<file path="src/rtl/masked_sub3_scheduler.sv">
// Round-robin issue scheduler for a shared, pipelined masked 3-bit subtractor.
// Tracks in-flight operations with a tag pipeline and buffers results in a credit-protected FIFO.
module masked_sub3_scheduler #(
    parameter int D     = 2,
    parameter int LAT   = 6,
    parameter int DEPTH = 8,
    parameter int RW    = 7 * D * (D - 1) / 2
) (
    input  logic              clk,
    input  logic              rst_n,
    input  logic              req0_valid,
    output logic              req0_ready,
    input  logic [3*D-1:0]    req0_a,
    input  logic [3*D-1:0]    req0_b,
    input  logic              req1_valid,
    output logic              req1_ready,
    input  logic [3*D-1:0]    req1_a,
    input  logic [3*D-1:0]    req1_b,
    input  logic              prng_valid,
    output logic              prng_ready,
    input  logic [RW-1:0]     prng_rnd,
    output logic [3*D-1:0]    sub_a,
    output logic [3*D-1:0]    sub_b,
    output logic [RW-1:0]     sub_rnd,
    output logic              sub_issue,
    input  logic [4*D-1:0]    sub_out,
    output logic              res_valid,
    input  logic              res_ready,
    output logic [4*D-1:0]    res_data,
    output logic              res_src,
    output logic              busy
);

    localparam int AW = $clog2(DEPTH);
    localparam int OW = $clog2(DEPTH + 1);
    localparam int IW = $clog2(LAT + 2);
    localparam int SW = $clog2(LAT + DEPTH + 3);

    logic            issue;
    logic            grant1;
    logic            last_grant;
    logic            credit_ok;
    logic            sub_src;
    logic [LAT:1]    tag_v;
    logic [LAT:1]    tag_src;
    logic [IW-1:0]   inflight;
    logic [OW-1:0]   occ;
    logic [AW-1:0]   wr_ptr;
    logic [AW-1:0]   rd_ptr;
    logic [4*D-1:0]  mem_data [DEPTH];
    logic [DEPTH-1:0] mem_src;
    logic            push;
    logic            pop;

    // The launch register is counted as in flight too: an op sitting on sub_issue
    // has not reached the tag pipeline yet but already owns a FIFO slot.
    always_comb begin
        inflight = IW'(sub_issue);
        for (int i = 1; i <= LAT; i++) begin
            inflight = inflight + IW'(tag_v[i]);
        end
    end

    assign push = tag_v[LAT];
    assign pop  = res_valid & res_ready;

    // A pop on this edge frees a slot for the op issued on the same edge.
    assign credit_ok = (SW'(inflight) + SW'(occ)) < (SW'(DEPTH) + SW'(pop));
    assign grant1    = req1_valid & (~req0_valid | ~last_grant);
    assign issue     = rst_n & (req0_valid | req1_valid) & prng_valid & credit_ok;

    assign req0_ready = issue & ~grant1;
    assign req1_ready = issue & grant1;
    assign prng_ready = issue;

    always_ff @(posedge clk or negedge rst_n) begin
        if (!rst_n) begin
            sub_issue  <= 1'b0;
            sub_src    <= 1'b0;
            sub_a      <= '0;
            sub_b      <= '0;
            sub_rnd    <= '0;
            last_grant <= 1'b1;
        end else begin
            sub_issue <= issue;
            sub_src   <= issue & grant1;
            sub_a     <= issue ? (grant1 ? req1_a : req0_a) : '0;
            sub_b     <= issue ? (grant1 ? req1_b : req0_b) : '0;
            sub_rnd   <= issue ? prng_rnd : '0;
            if (issue) begin
                last_grant <= grant1;
            end
        end
    end

    always_ff @(posedge clk or negedge rst_n) begin
        if (!rst_n) begin
            tag_v   <= '0;
            tag_src <= '0;
        end else begin
            tag_v[1]   <= sub_issue;
            tag_src[1] <= sub_src;
            for (int i = 2; i <= LAT; i++) begin
                tag_v[i]   <= tag_v[i-1];
                tag_src[i] <= tag_src[i-1];
            end
        end
    end

    always_ff @(posedge clk) begin
        if (push) begin
            mem_data[wr_ptr] <= sub_out;
            mem_src[wr_ptr]  <= tag_src[LAT];
        end
    end

    always_ff @(posedge clk or negedge rst_n) begin
        if (!rst_n) begin
            wr_ptr <= '0;
            rd_ptr <= '0;
            occ    <= '0;
        end else begin
            if (push) begin
                wr_ptr <= wr_ptr + AW'(1);
            end
            if (pop) begin
                rd_ptr <= rd_ptr + AW'(1);
            end
            case ({push, pop})
                2'b10:   occ <= occ + OW'(1);
                2'b01:   occ <= occ - OW'(1);
                default: occ <= occ;
            endcase
        end
    end

    assign res_valid = (occ != '0);
    assign res_data  = res_valid ? mem_data[rd_ptr] : '0;
    assign res_src   = res_valid & mem_src[rd_ptr];
    assign busy      = (inflight != '0) | (occ != '0);

endmodule

</file>
<file path="config.mk">
export PLATFORM = sky130hd
export DESIGN_NAME = masked_sub3_scheduler
export DESIGN_NICKNAME = d
export VERILOG_FILES = /design/src/rtl/masked_sub3_scheduler.sv
export SDC_FILE = /design/constraint.sdc
export NUM_CORES = 1
export LEC_CHECK = 0
export ABC_CLOCK_PERIOD_IN_PS = 6400
export CORE_ASPECT_RATIO = 0.7
export CORE_MARGIN = 2
export CORE_UTILIZATION = 32
export CTS_BUF_LIST = sky130_fd_sc_hd__clkbuf_16
export DETAILED_ROUTE_END_ITERATION = 8
export DONT_BUFFER_PORTS = 1
export HOLD_SLACK_MARGIN = 0.08
export SYNTH_ARGS = -nofsm -noshare
export SYNTH_HDL_FRONTEND = slang
export SYNTH_SLANG_ARGS = --single-unit
</file>
<file path="constraint.sdc">
create_clock -name clk -period 6.4 [get_ports clk]
set_clock_uncertainty 0.05 [all_clocks]
set_input_delay 1.6 -clock clk [delete_from_list [all_inputs] [get_ports clk]]
set_output_delay 1.6 -clock clk [all_outputs]
set_load 0.05 [all_outputs]
</file>
[Yosys cells after proc, flatten, opt, wreduce, memory -nomap -nowiden]
Memories as Yosys holds them, arrays and structs flattened.
Cells that the tools add are included.
Storage, ports and cells
  memory bits (read-only): 0
  latch bits: 0
  flip-flop bits (word level): 52
  bits in writable memories: 64
  memories kept: 1
  input bits: 45
Memories
  mem_data: words 8, bits a word 8, rd ports 1, clocked after memory_dff 0, write ports 1, RTL line 50  | logic [4*D-1:0] mem_data [DEPTH];
Operators by class
  bitwise gates (word level): 14
  order comparisons: 4
  $mul: 0
  shift operators: 0
  equality and inequality tests: 2
  reductions and logical operators: 4
  muxes and demuxes: 14
  add/sub/neg operators: 12
  divide/modulo/power cells: 0
Operators by type and width (count)
  6-bit 2-to-1 mux: 4
  3-bit by 1-bit adder with 3-bit output: 4
  1-bit AND: 8
  8-bit bitwise mux: 1
  3-bit by 4-bit less-than comparator with 1-bit output (second input constant): 2
  8-bit 2-to-1 mux: 1
  4-bit one-hot mux with 2 select lines: 1
  7-bit 2-to-1 mux: 1
  3-bit by 1-bit adder with 3-bit output (second input constant): 2
  3-bit by 4-bit adder with 5-bit output: 1
  4-bit by 1-bit adder with 5-bit output (first input constant): 1
  5-bit less-than comparator: 1
  4-bit by 1-bit adder with 4-bit output (second input constant): 1
  1-bit 2-to-1 mux: 4
  4-bit nonzero test: 1
  4-bit by 1-bit subtractor with 4-bit output (second input constant): 1
  2-bit by 1-bit adder with 3-bit output: 1
  1-bit binary-select mux with 3-bit select: 1
  1-bit demux with 3-bit select: 1
  3-bit by 1-bit greater-or-equal comparator with 1-bit output (second input constant): 1
  1-bit inverter: 3
  1-bit bitwise OR: 3
  3-bit nonzero test: 1
  1-bit by 1-bit adder with 2-bit output: 1
  4 further kinds: 4

[Longest topological paths before layout]
  word-level depth: 10
  depth in mapped cells: 12
  mapped depth without buffers: 11

[Least setup slack after synthesis]
OpenSTA, ideal clock, no wires.
  path kind: reg2out
  start point: reg sub_issue
  end point: out req1_ready
  buffers on the path: 1
  data arrival time: 4.414 ns
  cell stages (with the launch flop): 12
  required time: 4.750 ns
  setup slack: 0.336 ns
  path through: dfrtp_1 > fa_1 > inv_1 > fa_1 > fa_1 > fa_1 > inv_1 > fa_1 > nor4_2 > o31ai_4 > buf_4 > nor2_1
On the way
  longest elaborated chain between the ends: 10
RTL lines
  from (decl): RTL line 25  | output logic sub_issue,
  from (signal assigned): RTL line 85  | sub_issue <= issue;
  1-bit by 1-bit adder with 2-bit output: RTL line 60  | inflight = inflight + IW'(tag_v[i]);
  2-bit by 1-bit adder with 3-bit output: RTL line 60
  3-bit by 1-bit adder with 3-bit output (4 in a row): RTL line 60
  3-bit by 4-bit adder with 5-bit output: RTL line 68  | assign credit_ok = (SW'(inflight) + SW'(occ)) < (SW'(DEPTH) + SW'(pop));
  5-bit less-than comparator: RTL line 68
  1-bit AND: RTL line 70  | assign issue = rst_n & (req0_valid | req1_valid) & prng_valid & credit_ok;
  1-bit AND: RTL line 73  | assign req1_ready = issue & grant1;
  to (decl): RTL line 16  | output logic req1_ready,
Every way passes these cells.

[Worst setup path after layout]
  start point: reg sub_issue
  end point: out prng_ready
On the way
  longest elaborated chain between the ends: 9
RTL lines
  1-bit by 1-bit adder with 2-bit output: RTL line 60
  2-bit by 1-bit adder with 3-bit output: RTL line 60
  3-bit by 1-bit adder with 3-bit output (4 in a row): RTL line 60
  3-bit by 4-bit adder with 5-bit output: RTL line 68
  5-bit less-than comparator: RTL line 68
  1-bit AND: RTL line 70
  to (decl): RTL line 20  | output logic prng_ready,
Every way passes these cells.

==> metrics.csv <==
metric,value,unit
final_common_cell,sky130_fd_sc_hd__edfxtp_1,
floorplan.core_area,14100,sq um
hold_start,tag_src[4],
layout-area-overhead-vs-synth,17.09,%
critPathCaptureType,output pin,
worst_reg2reg_path_endpoint,sub_src,
effective_utilization_at_floorplan,33.23,%
post_cts_resize_count,0,
grt_pass1_vias,2556,
dp_worst_setup_slack,488.5,ps
tritoncts,yes,
setup_ws,330.8,ps
worstPathRequired,4750,ps
cts.reportedPaths.clkPinSlew,50,ps
ir_worst_vdd,263.3,uV
fraction_of_final_layout_cells_sized_beyond_drive_strength_1,18.94,%
cts-hold-fix-buffers,0,
slew_limit_headroom,25.69,%
share_of_the_synthesized_area_in_compound_gates_ao_oa_aoi_oai,3.392,%
floorplan.rows,36,
crit_type,flip-flop to output pin,
grt_antenna_before_repair,0,
place_hpwl,5.959,mm
count_of_final_setup_violators,0,
final.period_utilization,94.83,%
port-buffer-count,0,
cp_max_fo,8,
grt_setup_unrepaired,no,
route.vias.total,2368,
clock_latency,400,ps
arrival,4420,ps
drt_iter0_markers,172,
ys_async_sr_fraction,37.93,%
cts_post_setup_buffers_inserted,0,
maximum_clock_frequency,0.1648,GHz
maxCapViolCount,0,
power.density_cell_area,511.8,nW/um^2
hold_viol_final,0,
worst_setup_path_start_kind,flip-flop,
pin_count_of_the_biggest_net_entering_global_routing,46,
synth_simple_gate_area_share,6.384,%
cts_buffer_depth,2,
cts-buffers-inserted,17,
drt_drc_violations_left,0,
wl,8.997,mm
yosys.area_share.xor_xnor,1.496,%
route.detailed.wl_per_inst,17.57,um
slew_at_the_pin_closest_to_its_max_slew_limit,1110,ps
finalNetCount,368,
r2r_slack,2160,ps
count_of_flip_flops_with_a_built_in_enable_after_synthesis,72,
numClockSinks,116,
final_antenna_net_count,0,
die_footprint,15640,sq um
die_w,148.6,um
synth_top_family_by_area,multiplexers,
global_route_wire_length_before_repair,14.33,mm
ctsRootBufferMaster,sky130_fd_sc_hd__clkbuf_16,
post_drt_via_cell_ratio,4.625,
antenna_cells_inserted,0,
r2r_start,sub_issue,
post-layout-total-power,2.807,mW
detail_route.first_pass.iterations,4,
slew_violations,0,
adder_cell_share_of_the_synthesized_area,4.701,%
dominantRegCellSynth,sky130_fd_sc_hd__edfxtp_1,
synth_cells,295,
hold_path.class,flip-flop to flip-flop,
dieHeight,105.2,um
hold-path-cell-count,0,
cts_max_level,4,
hold_path_end,tag_src[5],
flop_and_latch_count_out_of_synthesis,116,
place.gp.congestion,0.7137,
reg2regPathDepth,10,
io_pins,79,
synth_area_per_cell,15.88,sq um
run_status,"finished, final reports clean",
globalRouteTotalUtil,12.65,%
synthMuxAreaShare,11.49,%
synth_nets,354,
setup-tns-final,0,ps
grt_overflow_total,0,
post_synth_instance_area,4684,sq um
final_period_minus_worst_setup_slack,6069,ps
ys.warnings.count,0,
power.static_leakage,2.161,nW
final_cell_mix,"sky130_fd_sc_hd__edfxtp_1 (72), sky130_fd_sc_hd__dfrtp_1 (43), sky130_fd_sc_hd__nand2_1 (34), sky130_fd_sc_hd__nor2_1 (25), sky130_fd_sc_hd__inv_1 (25)",
n_fill_cell,1291,
synth_seq_area_share,69.68,%
synth_cell_types,33,
## logic make-up after synthesis
family,after synthesis
flip-flops,116
adder cells (fa/ha/maj),14
AO/OA/AOI/OAI,22
buffers and inverters,33
XOR/XNOR,8
multiplexers,31
AND/OR/NAND/NOR,71
## cells in the mapped netlist, types with 2 or more instances
master                     number  area, sq um
sky130_fd_sc_hd__fa_1           6        120.1
sky130_fd_sc_hd__mux4_2        18        405.4
sky130_fd_sc_hd__nor3_1         2        10.01
sky130_fd_sc_hd__mux2i_1       11        110.1
sky130_fd_sc_hd__nand2b_1       3        18.77
sky130_fd_sc_hd__buf_4          2        15.01
sky130_fd_sc_hd__nor2_1        26        97.59
sky130_fd_sc_hd__nand2_1       34        127.6
sky130_fd_sc_hd__inv_1         22        82.58
sky130_fd_sc_hd__edfxtp_1      72         2162
sky130_fd_sc_hd__dfrtp_1       43         1076
sky130_fd_sc_hd__ha_1           8        100.1
sky130_fd_sc_hd__a21o_1         2        15.01
sky130_fd_sc_hd__buf_2          2        10.01
sky130_fd_sc_hd__xor2_1         3        26.28
sky130_fd_sc_hd__a21oi_1       15        75.07
sky130_fd_sc_hd__xnor2_1        5        43.79
sky130_fd_sc_hd__clkbuf_1       6        22.52
## cell type report
class | instances | area [sq um] | area share (%)
flip-flops and latches | 116 | 3264 | 59.51
multi-input cells | 146 | 1305 | 23.79
clock buffers | 17 | 425.4 | 7.755
well taps | 190 | 237.7 | 4.334
clock inverters | 15 | 125.1 | 2.281
inverters | 22 | 82.58 | 1.505
repair buffers | 6 | 45.04 | 0.8212
## layer usage
metal  part of all wire [%]  global-route usage [%]
met3                    6.0                   5.974
met1                     44                   16.09
met5                      0                       0
met4                    1.4                   4.218
met2                     48                   19.11
## registers in the layout (all words and copies together) (netlist names)
register and count:
mem_data 64, mem_src 8, sub_rnd 7, sub_a 6, sub_b 6, tag_src 6
tag_v 6, occ 4, rd_ptr 3, wr_ptr 3, last_grant 1, sub_issue 1
sub_src 1
## worst max path at each step
stage | from | endpoint | cells past startpoint
final | sub_issue | prng_ready | 11
after CTS | sub_issue | req1_ready | 10
after global routing | sub_issue | prng_ready | 11
after floorplan | sub_issue | req1_ready | 11
after detailed placement | sub_issue | req1_ready | 10
after global placement | sub_issue | req1_ready | 10
## power by group
part | internal (mW) | total, mW | leakage, nW | switching (mW)
clock network | 0.560 | 0.874 | 0.283 | 0.314
logic | 0.309 | 0.829 | 0.644 | 0.520
registers | 0.901 | 1.10 | 1.23 | 0.203
total | 1.77 | 2.81 | 2.16 | 1.04
## per-stage QoR
stage | util [%] | cells | cell area (sq um) | hold slack, ps
3_5_place_dp | 34.98 | 480 | 4932 | 285.6
4_1_cts | 38.89 | 512 | 5483 | 297.2
5_1_grt | 38.91 | 512 | 5485 | 299.0
3_3_place_gp | 34.98 | 480 | 4932 | 283.9
6_report | 38.91 | 512 | 5485 | 293.9
2_1_floorplan | - | 295 | 4684 | 281.2
## critical path: stages, from the launching register on
cell	delay (ps)
sky130_fd_sc_hd__dfrtp_1	400
sky130_fd_sc_hd__fa_1	530
sky130_fd_sc_hd__inv_1	50
sky130_fd_sc_hd__fa_1	450
sky130_fd_sc_hd__fa_1	390
sky130_fd_sc_hd__fa_1	510
sky130_fd_sc_hd__inv_1	80
sky130_fd_sc_hd__fa_1	480
sky130_fd_sc_hd__nor4_2	430
sky130_fd_sc_hd__o31ai_4	170
sky130_fd_sc_hd__buf_4	190
sky130_fd_sc_hd__inv_1	340
Note: power is estimated with default switching activity, not from simulation.
